==> src/rtl/switch_allocator_rr_pkg.sv <==
// Shared constants and types for the 5-port router switch allocator.
// Optional feature macro: SWITCH_ALLOC_STARVATION_GUARD_EN (adds the per-input age default).
package switch_allocator_rr_pkg;

  localparam int NUM_PORTS = 5;
  localparam int N_IN      = NUM_PORTS;
  localparam int M_OUT     = NUM_PORTS;

  typedef enum logic [2:0] {
    LOCAL = 3'd0,
    NORTH = 3'd1,
    EAST  = 3'd2,
    SOUTH = 3'd3,
    WEST  = 3'd4
  } port_e;

  typedef logic [0:N_IN-1][0:M_OUT-1] req_matrix_t;
  typedef logic [0:M_OUT-1][0:N_IN-1] grant_matrix_t;

`ifdef SWITCH_ALLOC_STARVATION_GUARD_EN
  localparam int AGE_W_DEFAULT = 4;
`endif

endpackage

==> src/rtl/rr_arbiter_n.sv <==
// N-way round-robin arbiter with a registered priority pointer.
// A non-zero force_req overrides the pointer: the lowest-index forced requester wins.
module rr_arbiter_n #(
  parameter int N     = 5,
  parameter int PTR_W = $clog2(N)
) (
  input  logic             clk,
  input  logic             reset,
  input  logic             en,
  input  logic [0:N-1]     req,
  input  logic [0:N-1]     force_req,
  output logic [0:N-1]     gnt,
  output logic [PTR_W-1:0] ptr
);

  logic [PTR_W-1:0] winner;
  logic             found;

  always_comb begin
    int idx;
    gnt    = '0;
    winner = '0;
    found  = 1'b0;
    idx    = 0;
    if (en && !reset) begin
      if (|force_req) begin
        for (int i = 0; i < N; i++) begin
          if (!found && force_req[i]) begin
            found  = 1'b1;
            winner = PTR_W'(i);
          end
        end
      end else begin
        for (int k = 0; k < N; k++) begin
          idx = (int'(ptr) + k) % N;
          if (!found && req[idx]) begin
            found  = 1'b1;
            winner = PTR_W'(idx);
          end
        end
      end
      if (found) gnt[winner] = 1'b1;
    end
  end

  // Next search starts just past the winner, so it becomes lowest priority.
  always_ff @(posedge clk) begin
    if (reset) begin
      ptr <= '0;
    end else if (found) begin
      ptr <= (int'(winner) == N-1) ? '0 : winner + 1'b1;
    end
  end

endmodule

==> src/rtl/switch_allocator_rr.sv <==
// Per-output round-robin switch allocator; grants are combinational, pointers registered.
// Optional feature macro: SWITCH_ALLOC_STARVATION_GUARD_EN (per-input age counters, o_starved port).
module switch_allocator_rr
  import switch_allocator_rr_pkg::*;
#(
  parameter int N = N_IN,
  parameter int M = M_OUT
`ifdef SWITCH_ALLOC_STARVATION_GUARD_EN
  , parameter int AGE_W = AGE_W_DEFAULT
`endif
) (
  input  logic                         clk,
  input  logic                         reset,
  input  logic [0:M-1]                 i_en,
  input  logic [0:N-1][0:M-1]          i_output_req,
  output logic [0:M-1][0:N-1]          o_output_grant,
  output logic [0:N-1]                 o_input_grant,
  output logic [0:M-1]                 o_data_val,
  output logic [0:M-1][$clog2(N)-1:0]  o_ptr
`ifdef SWITCH_ALLOC_STARVATION_GUARD_EN
  , output logic [0:N-1]               o_starved
`endif
);

  localparam int PTR_W = $clog2(N);

  logic [0:N-1][0:M-1] clean_req;
  logic [0:M-1][0:N-1] cand;
  logic [0:M-1][0:N-1] force_req;
  logic [0:N-1]        arb_gnt [M];
  logic [PTR_W-1:0]    arb_ptr [M];

  // A row with several outputs requested keeps only its lowest-index output.
  always_comb begin
    clean_req = '0;
    for (int i = 0; i < N; i++) begin
      for (int o = 0; o < M; o++) begin
        if (i_output_req[i][o] && !(|clean_req[i])) clean_req[i][o] = 1'b1;
      end
    end
  end

  always_comb begin
    cand = '0;
    for (int o = 0; o < M; o++) begin
      for (int i = 0; i < N; i++) begin
        cand[o][i] = clean_req[i][o];
      end
    end
  end

  for (genvar o = 0; o < M; o++) begin : g_arb
    rr_arbiter_n #(.N(N), .PTR_W(PTR_W)) u_arb (
      .clk       (clk),
      .reset     (reset),
      .en        (i_en[o]),
      .req       (cand[o]),
      .force_req (force_req[o]),
      .gnt       (arb_gnt[o]),
      .ptr       (arb_ptr[o])
    );
  end

  always_comb begin
    o_output_grant = '0;
    o_input_grant  = '0;
    o_data_val     = '0;
    o_ptr          = '0;
    for (int o = 0; o < M; o++) begin
      o_output_grant[o] = arb_gnt[o];
      o_data_val[o]     = |arb_gnt[o];
      o_ptr[o]          = arb_ptr[o];
      for (int i = 0; i < N; i++) begin
        o_input_grant[i] = o_input_grant[i] | arb_gnt[o][i];
      end
    end
  end

`ifdef SWITCH_ALLOC_STARVATION_GUARD_EN
  logic [AGE_W-1:0] age [N];
  logic [0:N-1]     has_req;

  always_comb begin
    has_req   = '0;
    o_starved = '0;
    for (int i = 0; i < N; i++) begin
      has_req[i]   = |clean_req[i];
      o_starved[i] = &age[i];
    end
  end

  always_comb begin
    force_req = '0;
    for (int o = 0; o < M; o++) begin
      for (int i = 0; i < N; i++) begin
        force_req[o][i] = cand[o][i] & o_starved[i];
      end
    end
  end

  // Age counts consecutive denied cycles and saturates rather than wrapping.
  always_ff @(posedge clk) begin
    for (int i = 0; i < N; i++) begin
      if (reset) begin
        age[i] <= '0;
      end else if (has_req[i] && !o_input_grant[i]) begin
        if (!o_starved[i]) age[i] <= age[i] + 1'b1;
      end else begin
        age[i] <= '0;
      end
    end
  end
`else
  assign force_req = '0;
`endif

endmodule
==> config.mk <==
export PLATFORM = sky130hd
export DESIGN_NAME = switch_allocator_rr
export DESIGN_NICKNAME = d
export VERILOG_FILES = /design/src/rtl/switch_allocator_rr_pkg.sv /design/src/rtl/rr_arbiter_n.sv /design/src/rtl/switch_allocator_rr.sv
export SDC_FILE = /design/constraint.sdc
export NUM_CORES = 1
export LEC_CHECK = 0
export CAP_MARGIN = 25
export CORE_ASPECT_RATIO = 1.1
export CORE_MARGIN = 2
export CORE_UTILIZATION = 40
export DETAILED_ROUTE_END_ITERATION = 6
export PLACE_DENSITY = 0.72
export SYNTH_ARGS = -nofsm -noshare
export SYNTH_HDL_FRONTEND = slang
export SYNTH_SLANG_ARGS = --single-unit
==> constraint.sdc <==
create_clock -name clk -period 6.98 [get_ports clk]
set_input_delay 1.396 -clock clk [delete_from_list [all_inputs] [get_ports clk]]
set_output_delay 1.396 -clock clk [all_outputs]
set_load 0.01 [all_outputs]
==> results.yml, run 1 <==
run_status:
  outcome: "finished, final reports clean"
placed_design:
  place_congestion: 1.02
  dp_hpwl_microns: 24600
  port_buffers: 81
synth:
  yosys_warnings: 0
  synth_flop_cell: "dfxtp_1"
  ys_seq_area_share_pct: 3.24
  synthCells: 1287
  synth_edf_count: 0
  async_flop_share_pct: 0
  synth_area_per_cell_sq_um: 7.19
  synth_nets: 1434
  synthesis.area_sq_mm: 0.00926
  synthDistinctLibCells: 120
  yosys_register_bits: 15
cells_and_area:
  top_regs: "g_arb.u_arb.ptr (15)"
  layout.nets: 1570
  antenna_cells: 0
  largest_reg_flops: 15
  synthToLayoutAreaGrowth_pct: 21.5
  top_register: "g_arb.u_arb.ptr"
  drive_gt1_share_pct: 17.2
  layout_commonest_cell: "ha_1"
  post-route-util_pct: 49.4
  final_cell_mix: "ha_1 (110), buf_4 (102), nand2_1 (94)"
power_and_ir_drop:
  p_leak_uw: 0.00477
  power.density_mw_per_mm2: 236
  ir_drop_mv: 0.241
routing:
  ant_nets: 0
  routed-wl-met2_microns: 14000
  wl_met1_microns: 13800
  wirelength_microns: 30600
  wl_met3_microns: 1910
  wl_per_cell_microns: 17.8
  post_drt_via_cell_ratio: 6.12
  drc: 0
  drtIter0Drc: 836
  route.vias.total: 10500
  first_pass_iters: 5
  highest_layer: "met4"
clocking:
  root_buffer: "clkbuf_16"
  cts_tree: "done"
  cts_hold_buf: 0
  clk_pin_slew_ps: 70
  cts.sinks: 15
  numCtsBuffers: 3
  cts.htree.levels: 1
  clk_path_buf_depth: 2
  clock_latency_ps: 270
timing:
  tightestPinTransition_ps: 760
  fmax_mhz: 145
  max-slew-margin-rel_pct: 48.6
  hold_viol_final: 0
  fin_skew_ps: 1.00
  finalCritPeriodShare_pct: 98.9
  timing.hold.ws_ps: 556
  setup_violations: 0
  slew_violations: 0
  period_needed_ps: 6900
  rsz0062_at_grt: "true"
setup_path:
  cpMaxStageDelayCell: "dfxtp_1"
  path_buf_inv: 3
  worst_r2r_startpoint: "g_arb[3].u_arb.ptr[0]"
  critPathMaxFanout: 10
  reg2reg_slack_ps: 1480
  path_depth: 18
  critPathCapture: "o_input_grant[2]"
  r2r_cells: 25
  reg2reg_to: "g_arb[3].u_arb.ptr[2]"
  end_kind: "primary output"
  crit_chain: "inv_1 > ha_1 > nor3_1 > nand2b_1 > xnor2_1 > ha_1 > fa_1 > o21ai_1 > buf_4 > nor3_1 > o211ai_1 > o21ai_0 > nor3_2 > a21oi_2 > and3_1 > nor3_2 > or3b_1 > clkdlybuf4s50_1"
  critPathKind: "reg -> out"
  crit_path_start: "g_arb[0].u_arb.ptr[2]"
  startpoint_type: "flop"
  critPathArrivalTime_ps: 5510
  cp_top_family: "simple AND/OR/NAND/NOR gates"
  worstPathRequired_ps: 5580
  worst_path_largest_cell_delay_ps: 540
grt:
  grt_pass1_wl_microns: 48700
  antenna_found_initial: 0
  grt_pass1_vias: 9628
  grt.total_usage_pct: 24.1
  overflow: 0
  grt_max_degree: 33
floorplan:
  die_y_microns: 164
  die_area_sq_mm: 0.0244
  start_util_pct: 40.6
  ioPinCount: 82
  rows: 58
  core_area_sq_mm: 0.0228
  die_x_microns: 149
hold_path:
  min_path_type: "reg -> reg"
run:
  drv_cap: 0
[synthesized netlist by cell type, types with 19 or more instances]
library cell    n  area [sq um]
o21ai_0        61           305
nor2b_1        31           194
inv_1          85           319
mux2i_1        55           551
ha_1          113          1410
xnor2_1        28           245
nand3_1        43           215
and3_1         19           119
nor3_1         38           190
o211ai_1       24           180
a21oi_1        63           315
clkbuf_1       29           109
nand2b_1       35           219
nand2_1        95           357
nor2_1         89           334
and2_1         33           206
[metrics by stage]
step                      power (uW)  instance area, sq um  setup TNS (ps)  cells  worst slack [ps]
after floorplan                 1730                  9260               0   1287              29.9
after global placement          2360                 10900           -75.8   1711             -75.8
after detailed placement        2390                 10900           -8.35   1711             -8.35
after CTS                       2550                 11000               0   1716              9.66
after global routing            2890                 11200            -319   1722              -190
final                           2660                 11200               0   1722              79.0
[how the worst min path moves through the flow]
| stage | from | endpoint | slack [ps] | cells after the start |
|---|---|---|---|---|
| 4_1_cts | g_arb[0].u_arb.ptr[1] | g_arb[0].u_arb.ptr[1] | 550 | 2 |
| 6_report | g_arb[0].u_arb.ptr[1] | g_arb[0].u_arb.ptr[1] | 560 | 2 |
| 3_3_place_gp | g_arb[0].u_arb.ptr[1] | g_arb[0].u_arb.ptr[1] | 550 | 2 |
| 5_1_grt | g_arb[0].u_arb.ptr[1] | g_arb[0].u_arb.ptr[1] | 600 | 2 |
| 3_5_place_dp | g_arb[0].u_arb.ptr[1] | g_arb[0].u_arb.ptr[1] | 540 | 2 |
| 2_1_floorplan | g_arb[2].u_arb.ptr[2] | g_arb[2].u_arb.ptr[2] | 730 | 3 |
[power by group]
part	internal, uW	total (uW)	switching [uW]
logic	1050	2420	1370
clock network	77.4	131	53.7
registers	98.0	107	9.00
total	1220	2660	1440
[what timing repair did]
item | CTS | global route
setup endpoints to repair | 4 | 21
endpoints found under the hold margin | 0 | 0
resized for setup | 9 | 42
pin swaps | 0 | 6
setup buffers | 1 | 6
[final cells by class]
cell class	instances	area, sq um
Fill cell	2299	11500
Multi-Input combinational cell	1124	8550
Timing Repair Buffer	183	1580
Tap cell	300	375
Inverter	96	360
Sequential cell	15	300
Clock buffer	3	75.1
Clock inverter	1	5.00
[layer usage]
layer,track usage (%),up-vias
li1,-,5109
met1,33.1,4998
met2,39.1,362
met3,2.51,65
met4,7.92,0
met5,0,-
[worst reg2reg max path: stages, from the launching register on]
cell and delay (ps):
dfxtp_1 310, inv_1 80, ha_2 200, inv_1 80
ha_1 300, inv_1 60, ha_1 180, or3_4 350
and3_1 210, or2_2 320, ha_1 210, inv_1 70
o22ai_1 80, a2bb2oi_2 180, buf_4 170, a311o_1 340
a21oi_2 200, a2bb2oi_4 100, a2111o_1 370, o211a_2 150
a311oi_4 220, buf_4 170, nand2_1 70, ha_1 220
or4b_2 680, o311ai_1 100
[logic make-up after synthesis]
logic type	share of synthesized area, %
AOI/OAI and AO/OA	31.2
xor gates and xnor gates	4.24
adders and majority gates	15.7
buffers and inverters	6.41
DFF	3.24
muxes	8.92
and+or+nand+nor	30.3
Note: power is estimated with default switching activity, not from simulation.
==> run 2: changes to the inputs <==
--- a/config.mk
+++ b/config.mk
@@ -5,12 +5,14 @@
 export SDC_FILE = /design/constraint.sdc
 export NUM_CORES = 1
 export LEC_CHECK = 0
+export ABC_AREA = 1
 export CAP_MARGIN = 25
 export CORE_ASPECT_RATIO = 1.1
 export CORE_MARGIN = 2
 export CORE_UTILIZATION = 40
 export DETAILED_ROUTE_END_ITERATION = 6
-export PLACE_DENSITY = 0.72
+export GPL_ROUTABILITY_DRIVEN = 0
+export PLACE_DENSITY = 0.73
 export SYNTH_ARGS = -nofsm -noshare
 export SYNTH_HDL_FRONTEND = slang
 export SYNTH_SLANG_ARGS = --single-unit
==> run 2 against run 1 <==
Worst setup slack improved by 340 ps. Fmax increased by 5.1%. Final cell count increased by 3.9%. Synthesized cell count increased by 13%. Synthesized area decreased by 13%. Sequential share of layout area increased by 0.59 points. Wire length decreased by 25%. Clock-buffer cell count unchanged. Register-to-register slack improved by 830 ps. Flip-flop and latch count unchanged. Via count decreased by 12%. Global-route usage decreased by 3.0 points. Highest routed layer unchanged.
==> results.yml, run 2 <==
synth:
  yosys.cell_count.top_type: "nand2_1"
  synth_nets: 1603
  synth_commonest_cells: "nand2_1 (412), inv_1 (264), nand3_1 (167), ha_1 (113), nor2_1 (107)"
  synth_area_per_cell_sq_um: 5.55
  synth_edf_count: 0
  ys_seq_area_share_pct: 3.71
  synth_area_leaders: "nand2_1 (19%), ha_1 (17%), inv_1 (12%)"
  synthDistinctLibCells: 57
  synthesis.area_sq_mm: 0.00808
  yosys_register_bits: 15
  synthCells: 1456
  synth_flop_cell: "dfxtp_1"
  yosysTopAreaCell: "nand2_1"
  async_flop_share_pct: 0
  yosys_warnings: 0
  synth_top_area_share_pct: 19.1
cells_and_area:
  top_regs: "g_arb.u_arb.ptr (15)"
  drive_gt1_share_pct: 10.0
  layout.nets: 1685
  layout_commonest_cell: "nand2_1"
  synthToLayoutAreaGrowth_pct: 15.0
  top_register: "g_arb.u_arb.ptr"
  antenna_cells: 0
  final_cell_mix: "nand2_1 (412), inv_1 (262), nand3_1 (167)"
  largest_reg_flops: 15
timing:
  fin_skew_ps: 1.51
  period_needed_ps: 6570
  slew_violations: 0
  tightestPinTransition_ps: 675
  fin_setup_tns_ps: 0
  fmax_mhz: 152
  hold_viol_final: 0
  max-slew-margin-rel_pct: 54.7
  rsz0062_at_grt: "false"
  setup_violations: 0
  finalCritPeriodShare_pct: 94.1
routing:
  wirelength_microns: 23000
  wl_per_cell_microns: 12.9
  highest_layer: "met4"
  route.vias.total: 9218
  ant_nets: 0
  first_pass_iters: 6
  drc: 0
  drtIter0Drc: 577
  routed-wl-met2_microns: 10500
  wl_met3_microns: 1750
  wl_met1_microns: 10200
  post_drt_via_cell_ratio: 5.15
setup_path:
  end_kind: "primary output"
  critPathCapture: "o_input_grant[0]"
  r2r_cells: 32
  startpoint_type: "flop"
  critPathMaxFanout: 8
  crit_path_frequent_cell: "nand2_1"
  worst_r2r_startpoint: "g_arb[3].u_arb.ptr[0]"
  critPathKind: "reg -> out"
  reg2reg_to: "g_arb[3].u_arb.ptr[2]"
  reg2reg_slack_ps: 2310
  worstPathRequired_ps: 5580
  worst_path_largest_cell_delay_ps: 550
  crit_path_start: "g_arb[3].u_arb.ptr[0]"
  cpMaxStageDelayCell: "clkdlybuf4s50_1"
  critPathArrivalTime_ps: 5170
clocking:
  ctsResizeCount: 0
  cts_setup_buffers: 0
  cts_tree: "done"
  clock_latency_ps: 250
  root_buffer: "clkbuf_16"
  numCtsBuffers: 3
  cts_hold_buf: 0
  cts.sinks: 15
  cts.htree.levels: 1
  clk_path_buf_depth: 2
  clk_pin_slew_ps: 60
floorplan:
  die_x_microns: 140
  start_util_pct: 40.7
  die_area_sq_mm: 0.0214
  core_area_sq_mm: 0.0199
  die_y_microns: 153
  rows: 54
  ioPinCount: 82
grt:
  overflow: 0
  antenna_found_initial: 0
  grt.total_usage_pct: 21.1
  grt_pass1_vias: 8424
  grt_pass1_wl_microns: 38400
  grt_max_degree: 17
placed_design:
  port_buffers: 81
  dp_hpwl_microns: 19300
run_status:
  outcome: "finished, final reports clean"
hold_path:
  min_path_type: "reg -> reg"
run:
  drv_cap: 0
run 2: changes by cell type in the layout (fill, tap and decap cells not counted), sizes merged, moves of 41 or more:
| cell | before | now |
|---|---|---|
| mux2i | 57 | 1 |
| buf | 102 | 10 |
| nand3 | 44 | 182 |
| nor2 | 91 | 132 |
| inv | 95 | 286 |
| nand2 | 95 | 441 |
run 2: final cells by class:
type	instances	area [sq um]
clock buffers	3	75.1
well taps	252	315
repair buffers	91	886
fillers	2142	10600
clock inverters	1	5.00
flip-flops and latches	15	303
inverters	287	1080
multi-input cells	1140	6630
run 2: through the flow:
step | hold slack (ps) | instance area (sq um) | util (%) | std cells | setup WS [ps]
after global routing | 711 | 9300 | 46.8 | 1789 | 13.4
final | 683 | 9300 | 46.8 | 1789 | 415
after CTS | 695 | 9290 | 46.8 | 1789 | 343
after global placement | 673 | 9210 | 46.4 | 1785 | 741
after detailed placement | 685 | 9210 | 46.4 | 1785 | 643
after floorplan | 669 | 8080 | - | 1456 | 1460
run 2: layer usage:
| layer | GRT usage [%] | vias to the layer above |
|---|---|---|
| li1 | - | 4781 |
| met1 | 27.8 | 4109 |
| met2 | 36.7 | 287 |
| met3 | 2.60 | 41 |
| met4 | 4.90 | 0 |
| met5 | 0 | - |
run 2: worst min-delay path by stage:
stage                                from                    end  slack, ps  cells past startpoint
floorplan           g_arb[2].u_arb.ptr[2]  g_arb[2].u_arb.ptr[2]        670                      2
global placement    g_arb[2].u_arb.ptr[1]  g_arb[2].u_arb.ptr[1]        670                      2
detailed placement  g_arb[3].u_arb.ptr[0]  g_arb[3].u_arb.ptr[0]        690                      3
CTS                 g_arb[3].u_arb.ptr[0]  g_arb[3].u_arb.ptr[0]        690                      3
global route        g_arb[3].u_arb.ptr[1]  g_arb[3].u_arb.ptr[1]        710                      2
finish              g_arb[3].u_arb.ptr[1]  g_arb[3].u_arb.ptr[1]        680                      2
run 2: cells by family after synthesis:
kind of cell	synth area share (%)
simple gates	47.4
mux	0.124
buf+inv	14.3
flops	3.71
fa+ha+maj	18.0
xor+xnor	4.02
compound gates	12.5
run 2: worst max-delay path: cells and delay by family, from the launching register on:
family | cells | cell delay (ps)
AND/OR/NAND/NOR | 14 | 1770
buffers and inverters | 5 | 980
adder cells (fa/ha/maj) | 4 | 980
AO/OA/AOI/OAI | 4 | 610
flip-flops | 1 | 310
XOR/XNOR | 1 | 270
Power of run 2 is not shown: default switching activity piles up to over one toggle a cycle in this logic, so the estimate is an artifact.
